[config.mk]
export PLATFORM = sky130hd
export DESIGN_NAME = paddle_engine_flat
export DESIGN_NICKNAME = d
export VERILOG_FILES = /design/src/rtl/paddle_engine_if.sv /design/src/rtl/paddle_engine.sv /design/src/flat_wrapper.sv
export SDC_FILE = /design/constraint.sdc
export NUM_CORES = 1
export LEC_CHECK = 0
export ABC_AREA = 1
export BUFFER_PORTS_ARGS = -buffer_cell sky130_fd_sc_hd__buf_2
export CAP_MARGIN = 30
export CORE_ASPECT_RATIO = 0.8
export CORE_MARGIN = 1
export CORE_UTILIZATION = 40
export CTS_BUF_LIST = sky130_fd_sc_hd__clkbuf_4
export CTS_CLUSTER_DIAMETER = 60
export DETAILED_ROUTE_END_ITERATION = 10
export GPL_ROUTABILITY_DRIVEN = 0
export PLACE_DENSITY_LB_ADDON = 0.12
export SYNTH_ARGS = -nofsm -noshare
export SYNTH_HDL_FRONTEND = slang
export SYNTH_SLANG_ARGS = --single-unit
[constraint.sdc]
create_clock -name clk -period 3.95 [get_ports clk]
set_input_delay 0.395 -clock clk [delete_from_list [all_inputs] [get_ports clk]]
set_output_delay 0.395 -clock clk [all_outputs]
set_load 0.005 [all_outputs]
[src/rtl/paddle_engine_if.sv]
// Control and VGA-adapter pixel signals of the paddle engine, grouped as one bundle.
// The master drives the paddle controls; the slave (the engine) drives the pixel port and status.
interface paddle_engine_if;
  logic       enable;
  logic       left;
  logic       right;
  logic [7:0] x;
  logic [6:0] y;
  logic [2:0] colour;
  logic       plot;
  logic [7:0] paddle_x;
  logic       busy;
  logic       frame_done;

  modport master (
    output enable, left, right,
    input  x, y, colour, plot, paddle_x, busy, frame_done
  );

  modport slave (
    input  enable, left, right,
    output x, y, colour, plot, paddle_x, busy, frame_done
  );
endinterface

[src/rtl/paddle_engine.sv]
// Paddle controller for the 160x120 VGA adapter: a frame timer paces moves, and each
// move erases the old paddle rectangle and redraws it at the new position, one pixel per clock.
module paddle_engine #(
  parameter int          W            = 16,
  parameter int          H            = 2,
  parameter int          X_INIT       = 72,
  parameter int          Y_POS        = 110,
  parameter int          X_MIN        = 0,
  parameter int          X_MAX        = 159,
  parameter int          STEP         = 2,
  parameter int          FRAME_CYCLES = 833333,
  parameter logic [2:0]  FG           = 3'b111,
  parameter logic [2:0]  BG           = 3'b000
) (
  input  logic           clk,
  input  logic           resetn,
  paddle_engine_if.slave io_bus
);

  localparam int             FCW         = (FRAME_CYCLES > 1) ? $clog2(FRAME_CYCLES) : 1;
  localparam logic [FCW-1:0] L_RELOAD    = FCW'(FRAME_CYCLES - 1);
  localparam logic [8:0]     L_RIGHT_LIM = 9'(X_MAX - W + 1);
  localparam logic [8:0]     L_LEFT_THR  = 9'(X_MIN + STEP);
  localparam logic [8:0]     L_XMIN      = 9'(X_MIN);
  localparam logic [8:0]     L_STEP      = 9'(STEP);
  localparam logic [5:0]     L_CX_LAST   = 6'(W - 1);
  localparam logic [2:0]     L_CY_LAST   = 3'(H - 1);

  typedef enum logic [2:0] {
    S_INIT, S_DRAW, S_IDLE, S_ERASE, S_MOVE, S_DONE
  } state_t;

  state_t         r_state;
  logic [7:0]     r_paddle_x;
  logic [7:0]     r_target;
  logic [5:0]     r_cx;
  logic [2:0]     r_cy;
  logic           r_from_init;
  logic           r_pending;
  logic [FCW-1:0] r_frame_cnt;
  logic [7:0]     r_x_last;
  logic [6:0]     r_y_last;
  logic [2:0]     r_col_last;

  logic       w_tick;
  logic       w_plot;
  logic       w_last_pix;
  logic [8:0] w_px9;
  logic [8:0] w_plus;
  logic [8:0] w_tgt_right;
  logic [8:0] w_tgt_left;
  logic [8:0] w_target;
  logic [7:0] w_pix_x;
  logic [6:0] w_pix_y;
  logic [2:0] w_pix_col;

  assign w_tick = (r_frame_cnt == '0);

  always_ff @(posedge clk) begin
    if (!resetn) begin
      r_frame_cnt <= L_RELOAD;
    end else if (w_tick) begin
      r_frame_cnt <= L_RELOAD;
    end else begin
      r_frame_cnt <= r_frame_cnt - 1'b1;
    end
  end

  // A tick arriving while a request is still outstanding is dropped, not queued.
  always_ff @(posedge clk) begin
    if (!resetn) begin
      r_pending <= 1'b0;
    end else if (r_state == S_IDLE && r_pending) begin
      r_pending <= 1'b0;
    end else if (w_tick && io_bus.enable) begin
      r_pending <= 1'b1;
    end
  end

  // Nine-bit arithmetic keeps paddle_x+STEP and paddle_x-STEP from wrapping.
  assign w_px9       = {1'b0, r_paddle_x};
  assign w_plus      = w_px9 + L_STEP;
  assign w_tgt_right = (w_plus > L_RIGHT_LIM) ? L_RIGHT_LIM : w_plus;
  assign w_tgt_left  = (w_px9 < L_LEFT_THR) ? L_XMIN : (w_px9 - L_STEP);

  always_comb begin
    w_target = w_px9;
    if (io_bus.right && !io_bus.left) begin
      w_target = w_tgt_right;
    end else if (io_bus.left && !io_bus.right) begin
      w_target = w_tgt_left;
    end
  end

  assign w_last_pix = (r_cx == L_CX_LAST) && (r_cy == L_CY_LAST);
  assign w_plot     = (r_state == S_ERASE) || (r_state == S_DRAW);
  assign w_pix_x    = r_paddle_x + {2'b00, r_cx};
  assign w_pix_y    = 7'(Y_POS) + {4'b0000, r_cy};
  assign w_pix_col  = (r_state == S_ERASE) ? BG : FG;

  always_ff @(posedge clk) begin
    if (!resetn) begin
      r_state     <= S_INIT;
      r_paddle_x  <= 8'(X_INIT);
      r_target    <= 8'(X_INIT);
      r_cx        <= '0;
      r_cy        <= '0;
      r_from_init <= 1'b1;
      r_x_last    <= '0;
      r_y_last    <= '0;
      r_col_last  <= '0;
    end else begin
      if (w_plot) begin
        r_x_last   <= w_pix_x;
        r_y_last   <= w_pix_y;
        r_col_last <= w_pix_col;
      end
      case (r_state)
        S_INIT: begin
          r_cx        <= '0;
          r_cy        <= '0;
          r_from_init <= 1'b1;
          r_state     <= S_DRAW;
        end
        S_IDLE: begin
          if (r_pending) begin
            r_target    <= w_target[7:0];
            r_from_init <= 1'b0;
            r_state     <= (w_target == w_px9) ? S_DONE : S_ERASE;
          end
        end
        S_ERASE, S_DRAW: begin
          if (w_last_pix) begin
            r_cx <= '0;
            r_cy <= '0;
            if (r_state == S_ERASE) begin
              r_state <= S_MOVE;
            end else if (r_from_init) begin
              r_state <= S_IDLE;
            end else begin
              r_state <= S_DONE;
            end
          end else if (r_cx == L_CX_LAST) begin
            r_cx <= '0;
            r_cy <= r_cy + 3'd1;
          end else begin
            r_cx <= r_cx + 6'd1;
          end
        end
        S_MOVE: begin
          r_paddle_x <= r_target;
          r_state    <= S_DRAW;
        end
        S_DONE: begin
          r_state <= S_IDLE;
        end
        default: begin
          r_state <= S_INIT;
        end
      endcase
    end
  end

  // INIT only exists as the post-reset cycle, where busy must still read low.
  assign io_bus.busy       = (r_state != S_IDLE) && (r_state != S_INIT);
  assign io_bus.frame_done = (r_state == S_DONE);
  assign io_bus.plot       = w_plot;
  assign io_bus.x          = w_plot ? w_pix_x : r_x_last;
  assign io_bus.y          = w_plot ? w_pix_y : r_y_last;
  assign io_bus.colour     = w_plot ? w_pix_col : r_col_last;
  assign io_bus.paddle_x   = r_paddle_x;

endmodule
[src/flat_wrapper.sv]
// flat-port wrapper written by rule: the top's interface ports become plain ports
module paddle_engine_flat 
#(
  parameter int          W            = 16,
  parameter int          H            = 2,
  parameter int          X_INIT       = 72,
  parameter int          Y_POS        = 110,
  parameter int          X_MIN        = 0,
  parameter int          X_MAX        = 159,
  parameter int          STEP         = 2,
  parameter int          FRAME_CYCLES = 833333,
  parameter logic [2:0]  FG           = 3'b111,
  parameter logic [2:0]  BG           = 3'b000
)
  (clk, resetn, io_bus_enable, io_bus_left, io_bus_right, io_bus_x, io_bus_y, io_bus_colour, io_bus_plot, io_bus_paddle_x, io_bus_busy, io_bus_frame_done);
  paddle_engine_if io_bus_i ();
  input  logic clk;
  input  logic resetn;
  input wire logic [$bits(io_bus_i.enable)-1:0] io_bus_enable;
  input wire logic [$bits(io_bus_i.left)-1:0] io_bus_left;
  input wire logic [$bits(io_bus_i.right)-1:0] io_bus_right;
  output wire logic [$bits(io_bus_i.x)-1:0] io_bus_x;
  output wire logic [$bits(io_bus_i.y)-1:0] io_bus_y;
  output wire logic [$bits(io_bus_i.colour)-1:0] io_bus_colour;
  output wire logic [$bits(io_bus_i.plot)-1:0] io_bus_plot;
  output wire logic [$bits(io_bus_i.paddle_x)-1:0] io_bus_paddle_x;
  output wire logic [$bits(io_bus_i.busy)-1:0] io_bus_busy;
  output wire logic [$bits(io_bus_i.frame_done)-1:0] io_bus_frame_done;
  assign io_bus_i.enable = io_bus_enable;
  assign io_bus_i.left = io_bus_left;
  assign io_bus_i.right = io_bus_right;
  assign io_bus_x = io_bus_i.x;
  assign io_bus_y = io_bus_i.y;
  assign io_bus_colour = io_bus_i.colour;
  assign io_bus_plot = io_bus_i.plot;
  assign io_bus_paddle_x = io_bus_i.paddle_x;
  assign io_bus_busy = io_bus_i.busy;
  assign io_bus_frame_done = io_bus_i.frame_done;
  paddle_engine #(.W(W), .H(H), .X_INIT(X_INIT), .Y_POS(Y_POS), .X_MIN(X_MIN), .X_MAX(X_MAX), .STEP(STEP), .FRAME_CYCLES(FRAME_CYCLES), .FG(FG), .BG(BG)) u_core (.clk(clk), .resetn(resetn), .io_bus(io_bus_i));
endmodule
==> results of run 1 <==
==> layout by cell type, fill, tap and decap left out, drive strengths merged, types with 13 or more instances in the layout <==
cell and n:
o21ai 41, nand3 35, nor2 72, nand2 114, inv 77, buf 34
a21oi 44, ha 13, dfxtp 68
==> power groups by stage <==
stage | logic [mW] | registers (mW) | clock network, mW
after CTS | 0.762 | 0.853 | 0.404
after global placement | 0.749 | 0.867 | 0
after floorplan | 0.528 | 0.847 | 0
after global routing | 0.870 | 0.869 | 0.434
final | 0.753 | 0.854 | 0.382
after detailed placement | 0.758 | 0.869 | 0
==> area by class of cell <==
type | count | share of cell area, %
clock inverter | 7 | 1.08
inverter | 79 | 7.33
timing repair buffer | 34 | 4.27
clock buffer | 9 | 1.67
multi-input combinational | 376 | 48.5
tap | 112 | 3.47
sequential | 68 | 33.7
==> worst min-delay path by stage <==
| stage | end | slack, ns |
|---|---|---|
| floorplan | u_core.r_frame_cnt[0]$_SDFF_PP0_ | 0.39 |
| global placement | u_core.r_frame_cnt[0]$_SDFF_PP0_ | 0.40 |
| detailed placement | u_core.r_frame_cnt[0]$_SDFF_PP0_ | 0.41 |
| CTS | u_core.r_pending$_SDFFE_PP0P_ | 0.31 |
| global route | u_core.r_from_init$_SDFFE_PN1P_ | 0.34 |
| finish | u_core.r_pending$_SDFFE_PP0P_ | 0.34 |
==> per-stage QoR <==
stage	hold WS [ns]	power [mW]	area [µm²]	util [%]
global placement	0.403	1.62	3930	45.2
detailed placement	0.405	1.63	3930	45.2
finish	0.342	1.99	4040	46.4
CTS	0.309	2.02	4040	46.4
floorplan	0.393	1.37	3680	-
global route	0.340	2.17	4040	46.4
==> per-layer routing <==
layer	share of wire, %	vias to the layer above	global-route usage (%)
met3	5.6	5	5.28
met4	0.97	0	5.58
met5	0	-	0
met1	53	1467	25.8
li1	-	1794	-
met2	40	68	26.2
==> cell families (layout without fill, tap and decap cells) <==
group | count (synthesis) | count (layout) | share of synthesized area, %
and+or+nand+nor | 243 | 243 | 29.2
DFF | 68 | 68 | 37.0
AOI/OAI and AO/OA | 105 | 105 | 15.8
adders and majority gates | 14 | 14 | 4.96
xor gates and xnor gates | 14 | 14 | 3.33
buffers and inverters | 93 | 129 | 9.69
==> worst max-delay path: cells and delay by family, from the launching register on <==
kind,cells,cell delay (ns)
DFF,1,0.54
adders and majority gates,1,0.48
AOI/OAI and AO/OA,2,0.40
buffers and inverters,3,0.35
and+or+nand+nor,4,0.32
xor gates and xnor gates,1,0.14
==> state kept, by name, summed over array words and instances, names as in the netlist <==
name,cells
u_core.r_target,8
u_core.r_state,3
u_core.r_cy,3
u_core.r_y_last,7
u_core.r_frame_cnt,20
u_core.r_pending,1
u_core.r_x_last,8
u_core.r_cx,6
u_core.r_from_init,1
u_core.io_bus.paddle_x,8
u_core.r_col_last,3
==> reports/summary.txt, run 1 <==
Outcome: finished clean
Crit path max fanout: 10
IO Count: 34
CTS Buffer Depth: 2
Diode count: 0
Top cells by count, synth: nand2_1 (105), inv_1 (74), dfxtp_1 (68), nor2_1 (64), a21oi_1 (44)
Remaining antenna violation count: 0
Startpoint class of the critical path: flop
Setup CP Type: reg -> out
FF/Latch Area: 1360 µm²
Final setup TNS: 0 ns
Final Non-Filler Cells: 685
Placed Cells: 669
Primary FF master, synth: dfxtp_1
Clk root buf: clkbuf_4
Critical Path Slowest Stage Cell: dfxtp_1
CTS sink cnt: 68
CTS tree: yes
Clock Skew: 0.00933 ns
Final Hold Viols: 0
Worst reg-to-reg path cell count: 16
Detail Placement HPWL: 6.04 mm
Worst hold path depth: 5
Area grow syn2layout: 9.89%
# nets final: 587
Sequential share of the synthesized area: 37.0%
Worst-path clk slew: 0.11 ns
FMAX: 329 MHz
Lkg Pwr: 1.91 nW
Most common cell in the netlist: nand2_1
Max-slew violation count: 0
Worst Setup SP: u_core.io_bus.paddle_x[1]$_SDFFE_PN0N_
Most used cell, CP: nand2_1
HP Class: in -> reg
Die area: 9590 µm²
Tightest Pin Transition: 0.780 ns
# H-tree levels: 3
Post-CTS Setup Bufs: 0
Vias in the first global route: 2875
Worst reg2reg path startpoint: u_core.io_bus.paddle_x[2]$_SDFFE_PN0N_
Tmin final: 3.04 ns
Comb power frac: 37.9%
Initial Utilization: 42.3%
Critical R2R Capture: u_core.r_state[1]$_SDFFE_PN0P_
Worst setup path endpoint: io_bus_x[6]
Syn_nets: 556
Chip height: 87.8 µm
Post-synth top area share: 37.0%
Period utilisation layout: 76.9%
GRT Total Usage: 18.1%
Arrival @ worst endpoint: 2.64 ns
CP endpoint kind: output pin
Pin count of the biggest net entering global routing: 29
Pint: 1.20 mW
RSZ-0062 raised after global routing: false
Core area: 8710 µm²
Row cnt: 30
FFs w/ async S/R, synth: 0%
Highest cell delay on the worst timing path: 0.54 ns
Fin worst setup slack: 0.912 ns
Post-cts sizing count: 0
CP cell instances: inv_1, fa_1, o31ai_1, inv_1, nor2_1, o21ai_0, nand2_1, xor2_1, nand2_1, nand2_1, buf_2
Pre-Repair DR Iteration Count: 4
Final setup vio count: 0
Slew headroom: 47.7%
Synth top area cells: dfxtp_1 (37%), nand2_1 (11%), inv_1 (7.5%)
Max_cap viols: 0
Yosys reg bits: 68
VDD IR max: 0.280 mV
Layout cells sized above 1: 14.5%
Hold_sp: io_bus_enable
YS warnings: 0
Number of synthesized flops with an enable pin: 0
Fillers: 912
Vias: 3334
Routed wire per std cell: 11.9 µm
Switching share of power: 39.5%
Synth Cell Area: 3680 µm²
CTS Buf Count: 9
PD cells: 492 nW/µm²
Netlist cell types: 38
First-pass GRT wire length: 13.3 mm
CP required: 3.56 ns
Iteration-0 DRC Markers: 176
Clock network power share: 19.2%
I/O Buffers: 33
Switching pwr: 0.786 mW
Pre-CTS WS: 1.34 ns
Detailed Route WL: 8.13 mm
Die X: 109 µm
Total grt overflow: 0
Cells after Synth: 537
Remaining DRCs: 0
Footprint of the multi-input gates: 1960 µm²
Reg2Reg Setup Slack: 1.42 ns
Hold buffers post-CTS: 0
Worst skew pair latency: 0.41 ns
Via density per instance: 4.87
Antenna violations before repair: 0
Sequential power share: 42.9%
Area leader, netlist: dfxtp_1
Synth Area per Inst: 6.85 µm²
Note: power is estimated with default switching activity, not from simulation.
==> inputs of run 2 (changes only) <==
Clock period 3.95 ns to 2.9 ns, I/O delays scaled along.
==> run 2 against run 1 <==
  * Largest power group unchanged
  * Critical path type unchanged
  * Combinational power increased by 41%
  * Worst hold slack got worse by 0.060 ns
  * Critical endpoint is now io_bus_x[7]
  * Routed wire length increased by 3.8%
==> reports/summary.txt, run 2 (synthesis results as in run 1) <==
Pre-Repair DR Iteration Count: 4 (unchanged)
CP required: 2.61 ns (-0.95 ns)
Max_cap viols: 0 (unchanged)
Total grt overflow: 0 (unchanged)
CTS Buffer Depth: 2 (unchanged)
FMAX: 371 MHz
CTS Buf Count: 9 (unchanged)
Comb power frac: 37.6% (-0.3 points)
Die area: 9590 µm² (unchanged)
Tmin final: 2.69 ns
Vias: 3432 (+2.9%)
CTS sink cnt: 68 (unchanged)
Critical R2R Capture: u_core.r_state[2]$_SDFFE_PN0P_
FF/Latch Area: 1380 µm² (+1.3%)
Tightest Pin Transition: 0.450 ns (-0.330 ns)
Final setup vio count: 0 (unchanged)
Pre-CTS WS: 0.370 ns (-0.974 ns)
Arrival @ worst endpoint: 2.40 ns (-0.24 ns)
Fin worst setup slack: 0.207 ns (-0.705 ns)
Detailed Route WL: 8.44 mm (+3.8%)
Vias in the first global route: 2928 (+1.8%)
Iteration-0 DRC Markers: 180 (+2.3%)
Hold buffers post-CTS: 0 (unchanged)
Remaining antenna violation count: 0 (unchanged)
Sequential power share: 41.1% (-1.8 points)
Startpoint class of the critical path: flop
Routed wire per std cell: 12.2 µm (+2.9%)
Placed Cells: 672 (+0.45%)
Diode count: 0 (unchanged)
Max reg flops: 20 (unchanged)
Final Non-Filler Cells: 691 (+0.88%)
Lkg Pwr: 1.96 nW (+2.7%)
Chip height: 87.8 µm (unchanged)
Clk root buf: clkbuf_4
Most flops, register: u_core.r_frame_cnt
Switching share of power: 38.1% (-1.4 points)
IO Count: 34 (unchanged)
Crit path max fanout: 5 (-5)
Final Hold Viols: 0 (unchanged)
Reg2Reg Setup Slack: 0.52 ns (-0.90 ns)
Setup CP Type: reg -> out
Core area: 8710 µm² (unchanged)
Clock network power share: 21.3% (+2.1 points)
Switching pwr: 1.07 mW (+37%)
Layout cells sized above 1: 17.6% (+3.1 points)
First-pass GRT wire length: 14.0 mm (+5.1%)
Antenna violations before repair: 0 (unchanged)
Outcome: finished clean
Initial Utilization: 42.3% (unchanged)
Worst-path clk slew: 0.11 ns (about the same)
Row cnt: 30 (unchanged)
HP Class: in -> reg
GRT Total Usage: 19.0% (+0.86 points)
Commonest non-fill, non-tap cell in the layout: nand2_1
# H-tree levels: 3 (unchanged)
Final core utilization: 47.8% (+1.4 points)
Pint: 1.75 mW (+45%)
Via density per instance: 4.97 (+2.0%)
Worst reg2reg path startpoint: u_core.io_bus.paddle_x[2]$_SDFFE_PN0N_
Worst Setup SP: u_core.io_bus.paddle_x[1]$_SDFFE_PN0N_
CTS tree: yes
Worst skew pair latency: 0.40 ns (about the same)
Max-slew violation count: 0 (unchanged)
Remaining DRCs: 0 (unchanged)
Period utilisation layout: 92.9%
VDD IR max: 0.384 mV (+37%)
Slew headroom: 69.7% (+22 points)
Worst setup path endpoint: io_bus_x[7]
Worst reg-to-reg path cell count: 18 (+2)
Footprint of the multi-input gates: 1990 µm² (+1.3%)
Fillers: 907 (-0.55%)
Clock Skew: 0.0162 ns (+0.00683 ns)
CP endpoint kind: output pin
Area grow syn2layout: 13.1%
# nets final: 594 (+1.2%)
RSZ-0062 raised after global routing: true
I/O Buffers: 33 (unchanged)
Detail Placement HPWL: 6.23 mm (+3.1%)
Commonest non-fill, non-tap cells in the layout: nand2_1 (105), inv_1 (74), nor2_1 (63), dfxtp_1 (62), a21oi_1 (43)
Die X: 109 µm (unchanged)
PD cells: 678 nW/µm² (+38%)
Pin count of the biggest net entering global routing: 29 (unchanged)
## run 2: cell count changes in the layout (fill, tap and decap cells not counted), moves of 2 or more
cell,delta
dfxtp_4,+4
dfxtp_2,+2
dfxtp_1,-6
buf_4,+7
clkinv_1,-2
## run 2: final cells by class
cell class	count	share of cell area [%]
Multi-Input combinational cell	376	47.8
Sequential cell	68	33.1
Inverter	79	7.22
Timing Repair Buffer	41	5.41
Tap cell	112	3.37
Clock buffer	10	1.80
Clock inverter	5	1.29
## run 2: power by group through the flow
stage               Clock (mW)  Sequential (mW)  Combinational [mW]
floorplan                    0             1.15               0.720
detailed placement           0             1.18                1.05
CTS                      0.631             1.16                1.05
global placement             0             1.18                1.03
global route             0.680             1.18                1.22
finish                   0.601             1.16                1.06
## run 2: repair_timing
action,in CTS,in global routing
gates resized for setup,2,15
endpoints found under the setup margin,2,8
pin swaps,0,4
buffers inserted,0,4
## run 2: critical path, stage by stage (launching register included)
cell,delay (ns)
dfxtp_4,0.37
ha_1,0.28
a21oi_1,0.07
nor2_2,0.15
nor2_1,0.06
nor2_1,0.12
nor2_1,0.06
o21bai_1,0.18
nand2_1,0.10
a21oi_2,0.14
xor2_1,0.15
nand2_1,0.06
o21ai_1,0.10
inv_1,0.05
buf_2,0.12
## run 2: through the flow
step	area, µm²	TNS (ns)	power, mW	hold WS, ns
final	4160	0	2.82	0.282
after detailed placement	3960	0	2.23	0.411
after global placement	3960	0	2.21	0.403
after floorplan	3680	0	1.87	0.393
after global routing	4160	-0.0363	3.08	0.254
after CTS	4090	0	2.84	0.254
## run 2: metal layers
| layer | global-route usage, % | routed length, µm | vias to the layer above |
|---|---|---|---|
| met2 | 27.2 | 3480 | 70 |
| li1 | - | - | 1816 |
| met5 | 0 | 0 | - |
| met3 | 5.80 | 345 | 4 |
| met1 | 27.8 | 4570 | 1542 |
| met4 | 3.88 | 40 | 0 |
## run 2: worst min path at each step
stage / start / end / slack (ns) / depth (start not counted)
2_1_floorplan: u_core.r_frame_cnt[0]$_SDFF_PP0_ / u_core.r_frame_cnt[0]$_SDFF_PP0_ / 0.39 / 1
3_3_place_gp: u_core.r_frame_cnt[0]$_SDFF_PP0_ / u_core.r_frame_cnt[0]$_SDFF_PP0_ / 0.40 / 1
3_5_place_dp: u_core.r_frame_cnt[0]$_SDFF_PP0_ / u_core.r_frame_cnt[0]$_SDFF_PP0_ / 0.41 / 1
4_1_cts: io_bus_enable / u_core.r_pending$_SDFFE_PP0P_ / 0.25 / 5
5_1_grt: io_bus_enable / u_core.r_pending$_SDFFE_PP0P_ / 0.25 / 5
6_report: io_bus_enable / u_core.r_pending$_SDFFE_PP0P_ / 0.28 / 5
==> inputs of run 3 (changes only) <==
Settings changed: PLACE_DENSITY from default to 0.63, PLACE_DENSITY_LB_ADDON 0.12 to default.
==> run 3 against run 2 <==
  * Flip-flop and latch count unchanged
  * Register-to-register slack lost 0.05 ns
  * Critical path depth unchanged
  * Clock skew fell by 0.00088 ns
  * Clock power is 18% higher
  * Sequential share of layout area shrank 0.57 points
  * Worst hold slack worse by 0.054 ns
  * Sequential power barely moved
  * Design area is 1.7% higher
  * Global-route usage down 0.61 points
  * Setup slack lost 0.047 ns
  * Count of clock-buffer cells in the layout did not move
==> reports/summary.txt, run 3 (synthesis results as in run 1) <==
# H-tree levels: 3 (unchanged)
Setup CP Type: reg -> out
Placed Cells: 672 (unchanged)
Vias: 3385 (-1.4%)
Final Hold Viols: 0 (unchanged)
Slew headroom: 69.1% (-0.66 points)
GRT Total Usage: 18.4% (-0.61 points)
Final Hold Slack: 0.229 ns (-0.0536 ns)
Iteration-0 DRC Markers: 160 (-11%)
Detail Placement HPWL: 6.05 mm (-2.8%)
Final setup TNS: 0 ns (unchanged)
Antenna violations before repair: 0 (unchanged)
CTS sink cnt: 68 (unchanged)
Highest cell delay on the worst timing path: 0.40 ns (+0.03 ns)
Detailed Route WL: 8.32 mm (-1.4%)
Commonest non-fill, non-tap cell in the layout: nand2_1
Sequential power share: 39.6% (-1.5 points)
Routed wire per std cell: 12.0 µm (-1.9%)
Remaining DRCs: 0 (unchanged)
Tightest Pin Transition: 0.460 ns (+0.00979 ns)
CTS Buf Count: 9 (unchanged)
Die area: 9590 µm² (unchanged)
Worst skew pair latency: 0.43 ns (+0.03 ns)
Period utilisation layout: 94.5% (+1.6 points)
Max-slew violation count: 0 (unchanged)
Max_cap viols: 0 (unchanged)
Area grow syn2layout: 15.0%
Switching pwr: 1.10 mW (+2.4%)
FMAX: 365 MHz (-1.7%)
Outcome: finished clean
CTS Buffer Depth: 2 (unchanged)
Vias in the first global route: 3020 (+3.1%)
Critical Path Slowest Stage Cell: dfxtp_4
CP endpoint kind: output pin
Worst reg-to-reg path cell count: 17 (-1)
Crit path max fanout: 8 (+3)
Total grt overflow: 0 (unchanged)
Pre-Repair DR Iteration Count: 5 (+1)
Final Non-Filler Cells: 695 (+0.58%)
# nets final: 597 (+0.51%)
Tmin final: 2.74 ns (+0.0474 ns)
CP cell instances: ha_4, a21oi_1, nor2_2, nor2_1, nor2_1, nor2_1, o21bai_1, nand2_1, a21oi_2, xor2_1, nand2_1, o21ai_2, inv_1, buf_2
Commonest non-fill, non-tap cells in the layout: nand2_1 (105), inv_1 (74), nor2_1 (63), dfxtp_1 (63), a21oi_1 (43)
PD cells: 698 nW/µm² (+3.0%)
Clock network power share: 24.0% (+2.7 points)
Chip height: 87.8 µm (unchanged)
Max reg flops: 20 (unchanged)
Core area: 8710 µm² (unchanged)
Arrival @ worst endpoint: 2.45 ns (+0.05 ns)
Via density per instance: 4.87 (-1.9%)
Layout cells sized above 1: 18.2% (+0.57 points)
CP required: 2.61 ns (about the same)
CTS tree: yes
Startpoint class of the critical path: flop
Die X: 109 µm (unchanged)
I/O Buffers: 33 (unchanged)
Comb power frac: 36.4% (-1.2 points)
Worst-path clk slew: 0.12 ns (about the same)
Row cnt: 30 (unchanged)
Pin count of the biggest net entering global routing: 27 (-6.9%)
HP Class: in -> reg
Pint: 1.85 mW (+6.1%)
Final setup vio count: 0 (unchanged)
Most used cell, CP: nor2_1
First-pass GRT wire length: 13.7 mm (-2.6%)
Worst hold path depth: 5 (unchanged)
VDD IR max: 0.617 mV (+60%)
Switching share of power: 37.2% (-0.84 points)
Initial Utilization: 42.3% (unchanged)
Lkg Pwr: 1.98 nW (+0.98%)
Diode count: 0 (unchanged)
Most flops, register: u_core.r_frame_cnt
Clock Skew: 0.0153 ns (-0.000878 ns)
Remaining antenna violation count: 0 (unchanged)
IO Count: 34 (unchanged)
Clk root buf: clkbuf_4
## run 3: power by group through the flow
stage,registers [mW],clock network [mW],logic [mW]
finish,1.17,0.709,1.08
global route,1.19,0.780,1.24
CTS,1.16,0.737,1.06
detailed placement,1.18,0,1.05
global placement,1.18,0,1.04
floorplan,1.15,0,0.720
## run 3: per-stage QoR
stage	utilization (%)	setup slack [ns]	power (mW)	cell area, µm²
after global routing	48.6	-0.0520	3.20	4230
after CTS	47.3	0.0161	2.96	4120
after floorplan	-	0.648	1.87	3680
final	48.6	0.160	2.95	4230
after detailed placement	45.4	0.355	2.24	3960
after global placement	45.4	0.424	2.21	3960
## run 3: cell type report
type / instances / area [µm²]
clock buffers: 10 / 75.1
clock inverters: 6 / 88.8
fillers: 879 / 4480
inverters: 79 / 297
multi-input cells: 376 / 2000
flip-flops and latches: 68 / 1380
well taps: 112 / 140
repair buffers: 44 / 248
## run 3: final timing paths
path / start / endpoint / slack, ns
min reg2reg: u_core.r_frame_cnt[0]$_SDFF_PP0_ / u_core.r_frame_cnt[0]$_SDFF_PP0_ / 0.43
min: io_bus_enable / u_core.r_pending$_SDFFE_PP0P_ / 0.23
max: u_core.io_bus.paddle_x[1]$_SDFFE_PN0N_ / io_bus_x[7] / 0.16
max reg2reg: u_core.io_bus.paddle_x[6]$_SDFFE_PN1N_ / u_core.r_state[1]$_SDFFE_PN0P_ / 0.47
## run 3: critical path: cells and delay by family (launching register included)
family,cells,cell delay [ns]
xor+xnor,1,0.16
fa+ha+maj,1,0.26
compound gates,4,0.45
buf+inv,2,0.17
flops,1,0.40
simple gates,6,0.59
## run 3: per-layer routing
metal | vias to the layer above | wire (µm) | global-route usage [%]
met5 | - | 0 | 0
met3 | 11 | 526 | 4.99
met2 | 71 | 3550 | 28.0
li1 | 1812 | - | -
met1 | 1491 | 4140 | 25.1
met4 | 0 | 100 | 6.30
## run 3: repair_timing
action                     CTS  global route
setup endpoints to repair    3             3
gates resized for setup      2            15
hold buffers                 0             0
setup buffers                0             7
pin swaps                    0             6
gates cloned                 0             0
